==> src/rtl/controller_pkg.sv <==
// Shared definitions for the controller packet receiver: FSM states, sync marker,
// button bit positions and the UART bit-level state encodings.
package controller_pkg;

   typedef enum logic [1:0] {
      ST_HUNT    = 2'd0,
      ST_PAYLOAD = 2'd1,
      ST_CHECK   = 2'd2
   } rx_state_e;

   localparam logic [7:0] DEFAULT_SYNC_BYTE = 8'hA5;

   localparam int BTN_JUMP  = 0;
   localparam int BTN_DASH  = 1;
   localparam int BTN_LEFT  = 2;
   localparam int BTN_RIGHT = 3;
   localparam int BTN_UP    = 4;
   localparam int BTN_DOWN  = 5;
   localparam int BTN_Y     = 6;

   localparam logic [1:0] UART_IDLE  = 2'd0;
   localparam logic [1:0] UART_START = 2'd1;
   localparam logic [1:0] UART_DATA  = 2'd2;
   localparam logic [1:0] UART_STOP  = 2'd3;

   function automatic logic [7:0] sat_inc8(input logic [7:0] value);
      return (value == 8'hFF) ? value : value + 8'd1;
   endfunction

endpackage

==> src/rtl/uart_rx.sv <==
// 8N1 UART receiver: mid-bit sampling, one-cycle valid strobe, bytes with a
// broken stop bit are dropped so they never reach the packet FSM.
module uart_rx
   import controller_pkg::*;
#(
   parameter int CLKS_PER_BIT = 868
) (
   input  logic       clk,
   input  logic       rst_n,
   input  logic       rx,
   output logic [7:0] data,
   output logic       valid
);

   localparam int CNT_W = (CLKS_PER_BIT > 1) ? $clog2(CLKS_PER_BIT) : 1;
   localparam logic [CNT_W-1:0] FULL_CNT = CNT_W'(CLKS_PER_BIT - 1);
   localparam logic [CNT_W-1:0] HALF_CNT = CNT_W'((CLKS_PER_BIT - 1) / 2);

   logic             rx_meta;
   logic             rx_sync;
   logic [1:0]       state;
   logic [CNT_W-1:0] clk_cnt;
   logic [2:0]       bit_idx;
   logic [7:0]       shift;

   // NOTE: sequential state uses <= so every flop samples pre-edge values;
   // blocking here would turn the two-stage synchroniser into one wire.
   always_ff @(posedge clk or negedge rst_n) begin
      if (!rst_n) begin
         rx_meta <= 1'b1;
         rx_sync <= 1'b1;
      end else begin
         rx_meta <= rx;
         rx_sync <= rx_meta;
      end
   end

   always_ff @(posedge clk or negedge rst_n) begin
      if (!rst_n) begin
         state   <= UART_IDLE;
         clk_cnt <= '0;
         bit_idx <= '0;
         shift   <= '0;
         data    <= '0;
         valid   <= 1'b0;
      end else begin
         valid <= 1'b0;
         case (state)
            UART_IDLE: begin
               clk_cnt <= '0;
               if (!rx_sync) state <= UART_START;
            end
            UART_START: begin
               // Re-check the start bit at its centre to reject line glitches.
               if (clk_cnt == HALF_CNT) begin
                  clk_cnt <= '0;
                  bit_idx <= '0;
                  state   <= rx_sync ? UART_IDLE : UART_DATA;
               end else begin
                  clk_cnt <= clk_cnt + 1'b1;
               end
            end
            UART_DATA: begin
               if (clk_cnt == FULL_CNT) begin
                  clk_cnt <= '0;
                  shift   <= {rx_sync, shift[7:1]};
                  if (bit_idx == 3'd7) state <= UART_STOP;
                  else bit_idx <= bit_idx + 3'd1;
               end else begin
                  clk_cnt <= clk_cnt + 1'b1;
               end
            end
            UART_STOP: begin
               if (clk_cnt == FULL_CNT) begin
                  clk_cnt <= '0;
                  state   <= UART_IDLE;
                  if (rx_sync) begin
                     data  <= shift;
                     valid <= 1'b1;
                  end
               end else begin
                  clk_cnt <= clk_cnt + 1'b1;
               end
            end
            default: state <= UART_IDLE;
         endcase
      end
   end

endmodule

==> src/rtl/controller_packet_rx.sv <==
// Framed, checksummed button-packet receiver: publishes a registered button
// vector with press/release strobes and a watchdog-derived link status.
module controller_packet_rx
   import controller_pkg::*;
#(
   parameter int         CLKS_PER_BIT   = 868,
   parameter int         NUM_BYTES      = 2,
   parameter logic [7:0] SYNC_BYTE      = DEFAULT_SYNC_BYTE,
   parameter int         GAP_CYCLES     = 200_000,
   parameter int         TIMEOUT_CYCLES = 10_000_000,
   localparam int        NB             = 8 * NUM_BYTES
) (
   input  logic          clk,
   input  logic          rst_n,
   input  logic          uart_rx_in,
   output logic [NB-1:0] buttons,
   output logic [NB-1:0] pressed,
   output logic [NB-1:0] released,
   output logic          connected,
   output logic          frame_ok,
   output logic          frame_err,
   output logic [7:0]    err_count
);

   localparam int GAP_W = $clog2(GAP_CYCLES + 1);
   localparam int WD_W  = $clog2(TIMEOUT_CYCLES + 1);
   localparam int IDX_W = $clog2(NUM_BYTES + 1);

   localparam logic [GAP_W-1:0] GAP_LAST   = GAP_W'(GAP_CYCLES - 1);
   localparam logic [WD_W-1:0]  WD_LAST    = WD_W'(TIMEOUT_CYCLES - 1);
   localparam logic [WD_W-1:0]  WD_EXPIRED = WD_W'(TIMEOUT_CYCLES);
   localparam logic [IDX_W-1:0] IDX_LAST   = IDX_W'(NUM_BYTES - 1);

   logic [7:0]       rx_data;
   logic             rx_valid;
   rx_state_e        state;
   logic [IDX_W-1:0] idx;
   logic [7:0]       xor_acc;
   logic [NB-1:0]    shadow;
   logic [GAP_W-1:0] gap_cnt;
   logic [WD_W-1:0]  wd_cnt;

   logic check_byte;
   logic good_frame;
   logic bad_frame;
   logic wd_expire;

   uart_rx #(
      .CLKS_PER_BIT(CLKS_PER_BIT)
   ) u_uart_rx (
      .clk  (clk),
      .rst_n(rst_n),
      .rx   (uart_rx_in),
      .data (rx_data),
      .valid(rx_valid)
   );

   assign check_byte = rx_valid && (state == ST_CHECK);
   assign good_frame = check_byte && (rx_data == xor_acc);
   assign bad_frame  = check_byte && (rx_data != xor_acc);
   // A good frame in the expiry cycle wins, so expiry is suppressed by it.
   assign wd_expire  = !good_frame && (wd_cnt == WD_LAST);

   // NOTE: the shadow register is reset with the rest of the datapath; it is a
   // handful of flops, not a RAM, and a deterministic value keeps sims clean.
   always_ff @(posedge clk or negedge rst_n) begin
      if (!rst_n) begin
         state   <= ST_HUNT;
         idx     <= '0;
         xor_acc <= '0;
         shadow  <= '0;
         gap_cnt <= '0;
      end else if (rx_valid) begin
         gap_cnt <= '0;
         case (state)
            ST_HUNT: begin
               if (rx_data == SYNC_BYTE) begin
                  idx     <= '0;
                  xor_acc <= '0;
                  state   <= ST_PAYLOAD;
               end
            end
            ST_PAYLOAD: begin
               for (int b = 0; b < NUM_BYTES; b++) begin
                  if (idx == IDX_W'(b)) shadow[b*8 +: 8] <= rx_data;
               end
               xor_acc <= xor_acc ^ rx_data;
               idx     <= idx + 1'b1;
               if (idx == IDX_LAST) state <= ST_CHECK;
            end
            ST_CHECK: state <= ST_HUNT;
            default:  state <= ST_HUNT;
         endcase
      end else if (state != ST_HUNT) begin
         // Inter-byte silence abandons the partial frame without flagging an error.
         if (gap_cnt == GAP_LAST) begin
            gap_cnt <= '0;
            state   <= ST_HUNT;
         end else begin
            gap_cnt <= gap_cnt + 1'b1;
         end
      end else begin
         gap_cnt <= '0;
      end
   end

   always_ff @(posedge clk or negedge rst_n) begin
      if (!rst_n) begin
         buttons   <= '0;
         pressed   <= '0;
         released  <= '0;
         connected <= 1'b0;
         frame_ok  <= 1'b0;
         frame_err <= 1'b0;
         err_count <= '0;
         wd_cnt    <= '0;
      end else begin
         pressed   <= '0;
         released  <= '0;
         frame_ok  <= 1'b0;
         frame_err <= 1'b0;

         if (good_frame) wd_cnt <= '0;
         else if (wd_cnt != WD_EXPIRED) wd_cnt <= wd_cnt + 1'b1;

         if (good_frame) begin
            buttons   <= shadow;
            pressed   <= shadow & ~buttons;
            released  <= buttons & ~shadow;
            connected <= 1'b1;
            frame_ok  <= 1'b1;
         end else if (wd_expire) begin
            buttons   <= '0;
            released  <= buttons;
            connected <= 1'b0;
         end

         if (bad_frame) begin
            frame_err <= 1'b1;
            err_count <= sat_inc8(err_count);
         end
      end
   end

endmodule
==> config.mk <==
export PLATFORM = sky130hd
export DESIGN_NAME = controller_packet_rx
export DESIGN_NICKNAME = d
export VERILOG_FILES = /design/src/rtl/controller_pkg.sv /design/src/rtl/uart_rx.sv /design/src/rtl/controller_packet_rx.sv
export SDC_FILE = /design/constraint.sdc
export NUM_CORES = 1
export LEC_CHECK = 0
export BUFFER_PORTS_ARGS = -buffer_cell sky130_fd_sc_hd__buf_2
export CAP_MARGIN = 15
export CORE_MARGIN = 2
export CORE_UTILIZATION = 30
export DETAILED_ROUTE_END_ITERATION = 7
export PLACE_DENSITY_LB_ADDON = 0.3
export SYNTH_ARGS = -nofsm -noshare
export SYNTH_HDL_FRONTEND = slang
export SYNTH_SLANG_ARGS = --single-unit
export TNS_END_PERCENT = 10
==> constraint.sdc <==
create_clock -name clk -period 1.8 [get_ports clk]
set_clock_uncertainty 0.1 [all_clocks]
set_input_delay 0.09 -clock clk [delete_from_list [all_inputs] [get_ports clk]]
set_output_delay 0.09 -clock clk [all_outputs]
set_load 0.05 [all_outputs]
; ---- Yosys cells after proc, flatten, opt, wreduce, memory -nomap -nowiden
; Index checks and enable logic that the tools add are counted.
[totals]
elab_cells = 125
register_bits = 163
out_inout_bits = 59
[op_classes]
n_addsub = 6
n_eq_ne = 25
reduce_logical = 25
muxes = 41
n_bitwise = 6
[ops]
columns = op, count
row1 = $mux 16, 5
row2 = $mux 18, 3
row3 = $mux 24, 2
row4 = $and 16x16->16, 2
row5 = $not 16->16, 2
row6 = $pmux 10 s3, 1
row7 = $add 24x1->24 const B, 1
row8 = $eq 24x24->1 const B, 1
row9 = $mux 2, 12
row10 = $ne 24x24->1 const B, 1
row11 = $mux 10, 2
row12 = $add 18x1->18 const B, 1
row13 = $eq 18x18->1 const B, 1
row14 = $eq 8x8->1 const B, 2
row15 = $pmux 8 s2, 1
row16 = $reduce_bool 2->1, 7
row17 = $reduce_and 3->1, 4
row18 = $add 10x1->10 const B, 1
row19 = $eq 10x10->1 const B, 1
row20 = $eq 10x9->1 const B, 1
row21 = $mux 3, 3
row22 = $add 8x1->8 const B, 1
row23 = $eq 8x8->1, 1
row24 = $mux 8, 1
row25 = other kinds (22), 46

; ---- Logic depth before layout (Yosys ltp)
[logic_depth]
ltp_word = 7
mapped_depth = 8
mapped_depth_nobuf = 7

; ---- By module
; From an unflattened synthesis, not the netlist that was laid out.
[unflattened]
hier_cells = 645
hier_area_um2 = 7234.4
[by_module_without_submodules]
columns = mod, cells_each, seq_area_each_um2, area_each_um2, instances
row1 = controller_packet_rx, 527, 3228.1, 5698.0, 1
row2 = uart_rx, 118, 853.3, 1536.5, 1

; ---- Worst setup path after synthesis
; OpenSTA, ideal clock, no wires.
[synth_path]
path_kind = flip-flop to flip-flop
start = register wd_cnt[0]
end = register released[10]
synth_period_minus_slack_ns = 2.021
path_buffers = 2
t_arrival_ns = 1.855
slack_ns = -0.221
t_required_ns = 1.634
setup_time_ns = 0.066
stages_incl_launch_ff = 9
path_cell_list = dfrtp_1 -> ha_1 -> and3_1 -> nand3_1 -> or4b_1 -> buf_6 -> nor2_8 -> buf_8 -> o21a_1
[synth_via]
elab_chain_len = 4
[synth_lines]
columns = item, line_no
row1 = start: declaration, controller_packet_rx.sv:41  ; logic [WD_W-1:0] wd_cnt;
row2 = start signal: assignment, controller_packet_rx.sv:124  ; else if (wd_cnt != WD_EXPIRED) wd_cnt <= wd_cnt + 1'b1;
row3 = $eq 24x24->1, controller_packet_rx.sv:62  ; assign wd_expire = !good_frame && (wd_cnt == WD_LAST);
row4 = $logic_and 1x1->1, controller_packet_rx.sv:62
row5 = $mux 16, controller_packet_rx.sv:132  ; end else if (wd_expire) begin
row6 = $mux 16, controller_packet_rx.sv:126  ; if (good_frame) begin
row7 = end signal: assignment, controller_packet_rx.sv:129  ; released <= buttons & ~shadow;
row8 = end signal: assignment, controller_packet_rx.sv:134  ; released <= buttons;
row9 = end: declaration, controller_packet_rx.sv:18  ; output logic [NB-1:0] released,
; No other way between the ends.
; A chain may end at the register's enable or synchronous reset.

; ---- Worst setup path after layout
[layout_path]
start = register wd_cnt[1]
end = register released[11]
; The elaborated chain is that of the path after synthesis.

==> run summary <==
Initial Util -> 0.3036
Setup crit end kind -> flop
die extent in x -> 157.7 um
Final setup viols -> 62
core footprint -> 23330 um^2
Synth area leader -> dfrtp_1
Final min period -> 2005 ps
CTS tree -> built
Clock Sinks -> 163
final cell count without fillers -> 1137
RePlAce Congestion -> 0.7297
clock root cell -> clkbuf_16
Unique masters post-synth -> 49
WP buf/inv -> 0
clk buf depth -> 2
Remaining DRCs -> 0
pins over their slew limit -> 0
commonest non-fill, non-tap cell in the layout -> dfrtp_1
largest family of logic cells by synthesized area -> simple AND/OR/NAND/NOR gates
Final Hold Vio Count -> 0
post-synthesis async set-or-reset flop share -> 1.000
initial antenna violation count -> 0
P_int -> 0.005940 W
post-synthesis adder-cell area fraction -> 0.01766
Worst Hold Class -> input port to async pin
sequential share of power -> 0.486
CP max-delay cell -> or4b_4
outcome -> complete, but fails checks
drt first pass iters -> 4
layout cells sized above 1 -> 0.2824
Post-synth EDFFs -> 0
Die H -> 157.7 um
via count -> 5076
final setup margin -> -204.7 ps
Synth warnings -> 0
sw frac -> 0.2131
#FFs+latches synth -> 163
Syn Nets -> 658
share of Yosys cell area claimed by the top area cell type -> 0.5688
RSZ-0062 raised after global routing -> yes
crit-path cells -> ha_2 > and3_4 > nand3_4 > or4b_4 > nor2_4 > o21a_1
relative slew slack -> 0.7072
Cell Area, Synth -> 7083 um^2
most frequent cells in the layout -> dfrtp_1, nor2_1, buf_4, nand2_1, buf_2
Worst Path Required -> 2060 ps
CP Launch Type -> flop
first-pass GRT wire length -> 25230 um
period utilisation layout -> 1.114
Synth Area in Simple Gates -> 0.2099
I/O pins -> 62
syn_area_per_cell -> 10.98 um^2
Critical Path Max Stage Delay -> 610 ps
ranking of synthesized cells by area -> dfrtp_1, xor2_1, mux2_1
Post-Synth XOR/XNOR Area -> 0.07296
Leak -> 4.673 nW
mux contribution to synthesized area -> 0.05706
largest net degree at the start of global routing -> 66
worst slew pin tran -> 439.2 ps
H-Tree Depth -> 4
violated checks -> setup timing
Routed Antenna Nets -> 0
Switch Pwr -> 0.001608 W
Gate power share -> 0.012
CP top delay family -> simple AND/OR/NAND/NOR gates
Row Count -> 56
fill count -> 2267
clock network power share -> 0.502
cells after synthesis -> 645
total routed wirelength -> 14800 um
clock latency on the worst-skew pair -> 420 ps
layout overhead on the synthesized area -> 31.41%
Max Cap Violations -> 0
Worst EP arrival -> 2270 ps
sequential-to-total area share from yosys stat -> 0.5762
vias in the first global route -> 5169
number of buffers added on ports -> 61
Overflow after GRT -> 0
drt via density -> 4.464
nets -> 818
Setup CP Type -> flop to flop
pwr dens -> 811.0 nW/um^2
post-synthesis compound-gate area fraction -> 0.04628
CTS Buf Count -> 17
Main synth FF type -> dfrtp_1
clock-pin transition on the worst setup and hold timing paths -> 70 ps
pre-CTS WS -> -295.1 ps
initial DRC count -> 165
dpl cells -> 1101
HPWL after detailed placement -> 10260 um
wire length per cell -> 13.02 um
VDD IR-drop max -> 0.7394 mV
die area -> 24860 um^2
all-layer global routing usage -> 0.1270
maximum operating frequency -> 498.8 MHz
worst-path fanout max -> 8
ANT cells -> 0
-- worst paths after layout --
| kind | start | to | slack (ps) | depth (start not counted) |
|---|---|---|---|---|
| worst min register to register | u_uart_rx.rx_meta | u_uart_rx.rx_sync | 260 | 0 |
| max in group asynchronous | rst_n | u_uart_rx.rx_sync | 910 | 3 |
| worst min-delay path | rst_n | err_count[3] | 7 | 2 |
| worst max-delay path | wd_cnt[1] | released[11] | -200 | 6 |
| worst max register to register | wd_cnt[1] | released[11] | -200 | 6 |
| min in group clk | uart_rx_in | u_uart_rx.rx_meta | 230 | 2 |
-- cell type report --
cell class | count | area (um^2) | share of cell area
sequential | 163 | 4083 | 0.4386
multi-input combinational | 451 | 3022 | 0.3246
timing repair buffer | 159 | 1135 | 0.1219
clock buffer | 20 | 446.7 | 0.04799
tap | 319 | 399.1 | 0.04288
clock inverter | 12 | 168.9 | 0.01815
inverter | 13 | 53.80 | 0.005780
-- cells in the mapped netlist, types with 2 or more instances --
library cell and instances:
dfstp_2 2, and4_1 3, inv_1 10, a21oi_1 3, buf_1 5, inv_2 2
o21ai_0 2, a22o_1 4, nand2b_1 3, nor3b_1 17, mux2_1 34, dfrtp_1 161
nand4_1 16, buf_2 2, and4bb_1 2, nor2_1 90, or2_1 3, o21a_1 17
a31oi_1 2, nor3_1 9, nand4bb_1 2, nand3_1 38, nor4_1 6, clkbuf_1 10
nor4b_1 3, nor4_2 3, and3_1 5, nand2_1 77, nor2_4 2, ha_1 10
nor2b_1 4, o21ai_1 19, a41oi_1 2, and2_1 5, xnor2_1 13, xor2_1 46
-- what timing repair did --
item / CTS / global route
resized for setup: 17 / 23
endpoints found under the setup margin: 111 / 137
cloned: 1 / 0
pin swaps: 21 / 17
buffers inserted: 2 / 0
hold buffers: 2 / 0
hold endpoints to repair: 163 / 0
-- routing by layer --
| metal | global-route usage | share of wire |
|---|---|---|
| met1 | 0.1642 | 0.48 |
| met2 | 0.2104 | 0.48 |
| met3 | 0.02765 | 0.027 |
| met4 | 0.04416 | 0.013 |
| met5 | 0 | 0 |
-- stage by stage --
step	setup TNS [ps]	hold slack, ps	utilization	instance area [um^2]	power, W
global route	-15370	28.86	0.3989	9308	0.007834
detailed placement	-20540	-102.7	0.3641	8494	0.003833
global placement	-18660	-104.6	0.3641	8494	0.003833
CTS	-12040	2.931	0.3954	9225	0.007679
finish	-6965	6.516	0.3989	9308	0.007548
floorplan	-9420	-305.6	-	7096	0.003739
-- sequential cells by signal (all words and copies together) (netlist names), 2 cells and up, named ones only --
name / count
u_uart_rx.bit_idx: 3
pressed: 16
released: 16
u_uart_rx.clk_cnt: 10
wd_cnt: 24
buttons: 16
u_uart_rx.shift: 8
state: 2
err_count: 8
u_uart_rx.data: 8
xor_acc: 8
gap_cnt: 18
shadow: 16
idx: 2
-- logic make-up (layout without fill, tap and decap cells) --
group,count (synthesis),count (layout)
adder cells (fa/ha/maj),10,10
buffers and inverters,32,204
XOR/XNOR,59,59
AO/OA/AOI/OAI,51,51
flip-flops,163,163
AND/OR/NAND/NOR,294,295
multiplexers,36,36
-- power by group through the flow --
stage | Combinational (W) | Clock (W) | Sequential, W
global route | 0.000110 | 0.00406 | 0.00367
floorplan | 0.00000155 | 0 | 0.00374
global placement | 0.0000959 | 0 | 0.00374
detailed placement | 0.0000959 | 0 | 0.00374
CTS | 0.0000999 | 0.00391 | 0.00367
finish | 0.0000921 | 0.00379 | 0.00367
No activity file was read; power rests on OpenSTA's default activity.
